### src/rtl/id_issue_stage.sv
// ID-stage issue control: tracks the two in-flight writers (EX, MEM), detects
// load-use and branch-operand hazards, and drives the ID/EX register and stall/flush controls.
module id_issue_stage #(
  parameter int DATA_W = 32,
  parameter int RA_W   = 5,
  parameter int CTRL_W = 16,
  parameter int CNT_W  = 16
) (
  input  logic              Clock,
  input  logic              Reset,
  input  logic              id_valid,
  input  logic [RA_W-1:0]   id_rs,
  input  logic [RA_W-1:0]   id_rt,
  input  logic              id_uses_rs,
  input  logic              id_uses_rt,
  input  logic              id_is_branch,
  input  logic              id_branch_taken,
  input  logic [RA_W-1:0]   id_dest,
  input  logic              id_writes,
  input  logic              id_is_load,
  input  logic [CTRL_W-1:0] id_ctrl,
  input  logic [DATA_W-1:0] id_data1,
  input  logic [DATA_W-1:0] id_data2,
  input  logic [DATA_W-1:0] id_imm,
  input  logic              ex_hold,
  output logic              ex_valid,
  output logic [CTRL_W-1:0] ex_ctrl,
  output logic [DATA_W-1:0] ex_data1,
  output logic [DATA_W-1:0] ex_data2,
  output logic [DATA_W-1:0] ex_imm,
  output logic [RA_W-1:0]   ex_dest,
  output logic              ex_writes,
  output logic              stall_pc,
  output logic              stall_ifid,
  output logic              flush_ifid,
  output logic [CNT_W-1:0]  stall_cycles,
  output logic [CNT_W-1:0]  bubble_count
);

  localparam logic [1:0] ST_RUN      = 2'd0;
  localparam logic [1:0] ST_STALL_LU = 2'd1;
  localparam logic [1:0] ST_STALL_BR = 2'd2;
  localparam logic [1:0] ST_HOLD     = 2'd3;

  logic [1:0]      state;
  logic [1:0]      next_state;
  logic            ex_is_load;
  logic            mem_valid;
  logic            mem_writes;
  logic            mem_is_load;
  logic [RA_W-1:0] mem_dest;

  logic m_ex_rs, m_ex_rt, m_mem_rs, m_mem_rt;
  logic load_use, branch_haz, stall;

  always_comb begin
    m_ex_rs  = ex_valid  & ex_writes  & id_uses_rs & (id_rs != '0) & (ex_dest  == id_rs);
    m_ex_rt  = ex_valid  & ex_writes  & id_uses_rt & (id_rt != '0) & (ex_dest  == id_rt);
    m_mem_rs = mem_valid & mem_writes & id_uses_rs & (id_rs != '0) & (mem_dest == id_rs);
    m_mem_rt = mem_valid & mem_writes & id_uses_rt & (id_rt != '0) & (mem_dest == id_rt);

    load_use   = id_valid & ex_is_load & (m_ex_rs | m_ex_rt);
    branch_haz = id_valid & id_is_branch &
                 ((m_ex_rs | m_ex_rt) | (mem_is_load & (m_mem_rs | m_mem_rt)));

    if (ex_hold)         next_state = ST_HOLD;
    else if (load_use)   next_state = ST_STALL_LU;
    else if (branch_haz) next_state = ST_STALL_BR;
    else                 next_state = ST_RUN;

    stall      = (next_state != ST_RUN);
    stall_pc   = stall;
    stall_ifid = stall;
    flush_ifid = id_valid & id_branch_taken & ~stall;
  end

  always_ff @(posedge Clock) begin
    if (Reset) begin
      state        <= ST_RUN;
      ex_valid     <= 1'b0;
      ex_ctrl      <= '0;
      ex_data1     <= '0;
      ex_data2     <= '0;
      ex_imm       <= '0;
      ex_dest      <= '0;
      ex_writes    <= 1'b0;
      ex_is_load   <= 1'b0;
      mem_valid    <= 1'b0;
      mem_writes   <= 1'b0;
      mem_is_load  <= 1'b0;
      mem_dest     <= '0;
      stall_cycles <= '0;
      bubble_count <= '0;
    end else begin
      state <= next_state;
      if (next_state == ST_HOLD) begin
        mem_valid   <= 1'b0;
        mem_writes  <= 1'b0;
        mem_is_load <= 1'b0;
        mem_dest    <= '0;
      end else begin
        mem_valid   <= ex_valid;
        mem_writes  <= ex_writes;
        mem_is_load <= ex_is_load;
        mem_dest    <= ex_dest;
      end
      case (next_state)
        ST_RUN: begin
          ex_valid   <= id_valid;
          ex_ctrl    <= id_ctrl;
          ex_data1   <= id_data1;
          ex_data2   <= id_data2;
          ex_imm     <= id_imm;
          ex_dest    <= id_dest;
          ex_writes  <= id_writes;
          ex_is_load <= id_is_load;
        end
        ST_STALL_LU, ST_STALL_BR: begin
          ex_valid   <= 1'b0;
          ex_ctrl    <= '0;
          ex_data1   <= '0;
          ex_data2   <= '0;
          ex_imm     <= '0;
          ex_dest    <= '0;
          ex_writes  <= 1'b0;
          ex_is_load <= 1'b0;
          if (bubble_count != '1) bubble_count <= bubble_count + 1'b1;
        end
        default: ;
      endcase
      if (stall && stall_cycles != '1) stall_cycles <= stall_cycles + 1'b1;
    end
  end

  // A cycle spent in a hazard stall always leaves a bubble in ID/EX.
  always_ff @(posedge Clock) begin
    if (!Reset && (state == ST_STALL_LU || state == ST_STALL_BR))
      assert (!ex_valid);
  end

endmodule

### config.mk
export PLATFORM = sky130hd
export DESIGN_NAME = id_issue_stage
export DESIGN_NICKNAME = d
export VERILOG_FILES = /design/src/rtl/id_issue_stage.sv
export SDC_FILE = /design/constraint.sdc
export NUM_CORES = 1
export LEC_CHECK = 0
export ABC_AREA = 1
export CAP_MARGIN = 20
export CELL_PAD_IN_SITES_DETAIL_PLACEMENT = 1
export CELL_PAD_IN_SITES_GLOBAL_PLACEMENT = 1
export CORE_ASPECT_RATIO = 0.75
export CORE_MARGIN = 2
export CORE_UTILIZATION = 29
export CTS_BUF_LIST = sky130_fd_sc_hd__clkbuf_16
export DETAILED_ROUTE_END_ITERATION = 16
export GPL_ROUTABILITY_DRIVEN = 0
export GPL_TIMING_DRIVEN = 0
export PLACE_DENSITY = 0.9
export SLEW_MARGIN = 40
export SYNTH_ARGS = -nofsm -noshare
export SYNTH_HDL_FRONTEND = slang
export SYNTH_SLANG_ARGS = --single-unit
### constraint.sdc
create_clock -name Clock -period 2.7 [get_ports Clock]
set_input_delay 0.54 -clock Clock [delete_from_list [all_inputs] [get_ports Clock]]
set_output_delay 0.54 -clock Clock [all_outputs]
set_load 0.01 [all_outputs]
**Word-level counts from Yosys, hierarchy flattened**

Index checks and enable logic that the tools add are counted.

- Multiplexer cells: 11
- Bitwise logic cells: 25
- Add/sub/neg operators: 2
- Reductions and logical operators: 9
- Equality and inequality tests: 9

Operator list:

| kind | count |
|---|---|
| $pmux W32 S2 | 3 |
| $add A16 B1 Y16 const B | 2 |
| $ne A16 B16 Y1 const B | 2 |
| $pmux W16 S2 | 1 |
| $and A1 B1 Y1 | 21 |
| $eq A5 B5 Y1 | 4 |
| $pmux W5 S2 | 1 |
| $reduce_bool A5 Y1 | 2 |
| $mux W2 | 3 |
| $pmux W1 S2 | 3 |
| $eq A2 B2 Y1 const B | 2 |
| $reduce_bool A2 Y1 | 2 |
| $reduce_or A2 Y1 | 2 |
| $or A1 B1 Y1 | 3 |
| $eq A2 B1 Y1 const B | 1 |
| $logic_not A2 Y1 | 1 |
| $reduce_and A2 Y1 | 1 |
| $logic_and A1 B1 Y1 | 1 |
| $not A1 Y1 | 1 |

- Bits in registers: 160
- Word-level logic and storage cells: 70
- Output and inout port bits: 154

**Depth between registers and ports, before layout**

- Depth in word-level cells: 14
- Mapped depth: 19
- Depth with buffers taken out: 19

**Worst setup path before layout**

OpenSTA, ideal clock, no wires.

- Path kind: input-to-reg
- Start point: input port id_rs[3]
- End point: register ex_ctrl[0]
- Arrival: 2201 ps
- Required time: 2630 ps
- Slack: 429 ps
- Library setup time: 70 ps
- Stages: 15
- Path buffers: 2
- Path through: inv_1 nand3_1 nor2_1 nor2_1 nand2_1 nand2_1 a21oi_1 nand2_1 nand2_1 ha_1 nor2_1 clkbuf_1 buf_2 nand2_1 a21oi_1

- Longest elaborated chain between the ends: 13

RTL lines:

| item | line | source |
|---|---|---|
| start, declared | 12 | `input logic [RA_W-1:0] id_rs,` |
| $reduce_bool A5 Y1 | 57, 59 |  |
| $and A1 B1 Y1 (2 in a row) | 59 | `m_mem_rs = mem_valid & mem_writes & id_uses_rs & (id_rs != '0) & (mem_dest == id_rs);` |
| $or A1 B1 Y1 | 64 | `((m_ex_rs \| m_ex_rt) \| (mem_is_load & (m_mem_rs \| m_mem_rt)));` |
| $and A1 B1 Y1 | 64 |  |
| $or A1 B1 Y1 | 64 |  |
| $and A1 B1 Y1 | 63 | `branch_haz = id_valid & id_is_branch &` |
| $mux W2 | 68 | `else if (branch_haz) next_state = ST_STALL_BR;` |
| $mux W2 (*) | 67 | `else if (load_use) next_state = ST_STALL_LU;` |
| $mux W2 (*) | 66 | `if (ex_hold) next_state = ST_HOLD;` |
| $eq A2 B1 Y1 / $eq A2 B2 Y1 (equally long branches) | 107 | `case (next_state)` |
| $reduce_or A2 Y1 | 107 |  |
| $pmux W16 S2 / $reduce_bool A2 Y1 (equally long branches) | -- |  |
| end signal, assigned | 110 | `ex_ctrl <= id_ctrl;` |
| end, declared | 27 | `output logic [CTRL_W-1:0] ex_ctrl,` |

Every way passes the cells marked *; elsewhere a longest branch is shown, timed or not.
A chain may end at the register's enable or synchronous reset.

**Final worst setup path**

- Start point: register ex_dest[1]
- End point: output port stall_pc

- Longest elaborated chain between the ends: 9

RTL lines:

| item | line | source |
|---|---|---|
| start, declared | 31 | `output logic [RA_W-1:0] ex_dest,` |
| start signal, assigned | 114 | `ex_dest <= id_dest;` |
| $eq A5 B5 Y1, on equally long branches | 57, 58 |  |
| $and A1 B1 Y1, on equally long branches | 57, 58 |  |
| $or A1 B1 Y1 (*) | 62, 64 |  |
| $or A1 B1 Y1 | 64 |  |
| $and A1 B1 Y1 | 63 |  |
| $mux W2 | 68 |  |
| $mux W2 (*) | 67 |  |
| $mux W2 (*) | 66 |  |
| $reduce_bool A2 Y1 (*) | 71 | `stall = (next_state != ST_RUN);` |
| end, declared | 33 | `output logic stall_pc,` |

Marks and branches as above.

==> impl_metrics.json <==
{
  "status": "complete, no violations",
  "hold_path_class": "register to register",
  "synth_top_area_cell": "dfxtp_1",
  "syn_inst": 913,
  "intPower_uw": 4330,
  "crit_start": "ex_dest[1]$_SDFFE_PP0P_",
  "final_area_um2": 10550,
  "synth_top_area_share_pct": 48.76,
  "port_buffers": 290,
  "crit_arrival_ns": 2.02,
  "ant_nets": 0,
  "yosys-top-cells-area": "dfxtp_1, nand2_1, a21oi_1, nor2_1, inv_1",
  "placeableCoreArea_um2": 22170,
  "htree_num_levels": 4,
  "synth-simple-area-share_pct": 29.05,
  "postRouteWirelength_mm": 26.04,
  "finish.net_count": 1366,
  "syn_avg_cell_area_um2": 7.195,
  "avgRoutedWirePerCell_um": 16.99,
  "drc_errors": 0,
  "pwr-share-comb_pct": 15.3,
  "die_x_um": 177.8,
  "switchingPower_uw": 1614,
  "clk_latency_ns": 0.43,
  "hold_buffers": 0,
  "placed_cells": 1497,
  "clock_skew_ns": 0.01315,
  "cts_tree": "built",
  "cp.required_ns": 2.16,
  "cts_made_buffers": 17,
  "drv_slew": 0,
  "synth_adder_area_share_pct": 0.7619,
  "reg2reg_from": "ex_dest[1]$_SDFFE_PP0P_",
  "path_clk_slew_ns": 0.06,
  "syn-num-nets": 1054,
  "fillers": 2727,
  "vias": 7184,
  "dp_hpwl_mm": 19.83,
  "syn_area_um2": 6569,
  "synth_xor_xnor_area_share_pct": 2.800,
  "min_from": "ex_is_load$_SDFFE_PP0P_",
  "layoutNonFillerInstCount": 1533,
  "ys_types": 33,
  "die_h_um": 134.3,
  "setup_viol": 0,
  "cp-start-kind": "register",
  "die-area_um2": 23880,
  "dr.pass1.iters": 4,
  "p_leak_uw": 0.003964,
  "whs_ns": 0.4493,
  "antenna_found_initial": 0,
  "path_max_fanout": 5,
  "worst_pin_slew_ns": 0.6503,
  "p_sw_share_pct": 27.15,
  "dpl-instance-area_um2": 9839,
  "grt.total_usage_pct": 21.27,
  "max_slew_margin_pct": 56.65,
  "p_seq_share_pct": 42.7,
  "start_util_pct": 29.63,
  "synthMuxAreaShare_pct": 0,
  "vdd_drop_max_mv": 0.2972,
  "cts.sinks": 160,
  "num_rows": 47,
  "cp-end-kind": "output pin",
  "grt_max_degree": 17,
  "ys_warn_count": 0,
  "viasPerCell": 4.686,
  "syn2layout_area_growth_pct": 60.53,
  "max-clock-path-buffers": 2,
  "drive_gt1_share_pct": 10.50,
  "yosysSeqAreaShare_pct": 48.76,
  "fmax_mhz": 391.3,
  "grt_pass1_wl_mm": 39.45,
  "grt-ovfl-total": 0,
  "root_buffer": "clkbuf_16",
  "grt_pass1_vias": 7379,
  "maxCapViolCount": 0,
  "ys_ff_latch": 160,
  "powerDensity_nw_per_um2": 563.7,
  "io-pin-count": 291,
  "hold_viol": 0,
  "dr.first_iter.drc_count": 306,
  "clockPowerShare_pct": 42.0,
  "finalCritPeriodShare_pct": 94.65,
  "power_uw": 5944,
  "setup_tns_ns": 0,
  "synth_top_family_by_area": "simple AND/OR/NAND/NOR gates",
  "synth_compound_area_share_pct": 12.36,
  "crit_type": "register to output pin",
  "period_minus_slack_ns": 2.555
}
routing by layer:
layer	global-route usage, %	wire length (µm)	up-vias
met4	4.144	280	0
met2	36.80	12840	201
met1	25.68	11030	3439
li1	-	-	3521
met5	0	0	-
met3	7.228	1886	23
state kept, by name, indices dropped and copies added, names as in the netlist:
| register | count |
|---|---|
| bubble_count | 16 |
| mem_dest | 5 |
| mem_writes | 1 |
| ex_is_load | 1 |
| mem_is_load | 1 |
| mem_valid | 1 |
| ex_dest | 5 |
| ex_writes | 1 |
| stall_cycles | 16 |
| ex_ctrl | 16 |
| ex_valid | 1 |
| ex_data2 | 32 |
| ex_imm | 32 |
| ex_data1 | 32 |
Yosys cell counts:
cell and n:
a31oi_1 1, clkbuf_1 28, ha_1 4, nor2_2 2
nand2_2 1, nor3_2 2, and3_1 3, nor3_1 7
xor2_1 7, buf_2 12, o21bai_1 2, nand2_4 1
inv_2 1, buf_4 1, inv_4 1, nand2_1 376
nand3_1 19, nand3b_1 1, nor2_1 52, nand4_2 2
nand3_2 4, o21a_1 1, inv_1 47, a21oi_1 145
buf_1 2, o21ai_0 9, xnor2_1 14, a31oi_2 1
nor2_4 1, dfxtp_1 160, buf_6 4, nand4_1 1
nor3b_2 1
path summary, 6_finish.rpt:
| kind | slack (ns) | cells past startpoint | to |
|---|---|---|---|
| worst max register to register | 0.24 | 14 | ex_dest[0]$_SDFFE_PP0P_ |
| worst max-delay path | 0.14 | 11 | stall_pc |
| worst min register to register | 0.45 | 2 | mem_is_load$_SDFF_PP0_ |
| worst min-delay path | 0.45 | 2 | mem_is_load$_SDFF_PP0_ |
power groups by stage:
stage	Clock, µW	Combinational, µW	Sequential [µW]
after floorplan	0	293	2630
after global placement	0	883	2590
after detailed placement	0	903	2590
after CTS	2550	909	2540
after global routing	2640	993	2550
final	2490	910	2540
stage by stage:
step	worst slack (ns)	util (%)
3_5_place_dp	-0.9893	44.38
6_report	0.1446	47.56
2_1_floorplan	0.4285	-
3_3_place_gp	-0.9053	44.38
5_1_grt	-0.005319	47.55
4_1_cts	0.0001912	47.17
logic make-up (layout without fill, tap and decap cells):
family / Yosys count / count (layout)
AOI/OAI and AO/OA: 159 / 159
xor gates and xnor gates: 21 / 21
adders and majority gates: 4 / 4
buffers and inverters: 96 / 421
DFF: 160 / 160
other: 0 / 1
and+or+nand+nor: 473 / 473
worst max-delay path: stages, from the launching register on:
cell	delay, ns
dfxtp_4	0.37
xnor2_2	0.15
nand2_1	0.08
nor2_1	0.12
nand2_1	0.10
nand2_2	0.11
a21oi_2	0.07
a21oi_2	0.11
ha_2	0.22
inv_4	0.06
buf_6	0.11
buf_6	0.11
cell usage in the layout (no fill, tap or decap), drive strengths merged, types with 3 or more instances in the layout:
cell type	instances
a21oi	145
and3	3
buf	23
clkbuf	54
clkdlybuf4s15	3
clkdlybuf4s50	274
clkinvlp	3
dfxtp	160
ha	4
inv	58
nand2	378
nand3	23
nand4	3
nor2	55
nor3	9
o21ai	9
xnor2	14
xor2	7
timing repair:
action,in CTS,in global routing
resized for setup,51,73
setup buffers,0,3
setup endpoints to repair,123,123
pin swaps,11,17
cloned,0,0
layout make-up:
type	instances	area (µm²)	share of cell area, %
buffer	47	262.8	2.492
clock inverter	15	170.2	1.614
sequential	160	3232	30.65
tap	294	367.9	3.488
multi-input combinational	657	3014	28.58
timing repair buffer	293	2882	27.33
clock buffer	17	425.4	4.034
antenna	1	2.502	0.02373
inverter	49	188.9	1.792
Power figures use the tool's default switching activity.
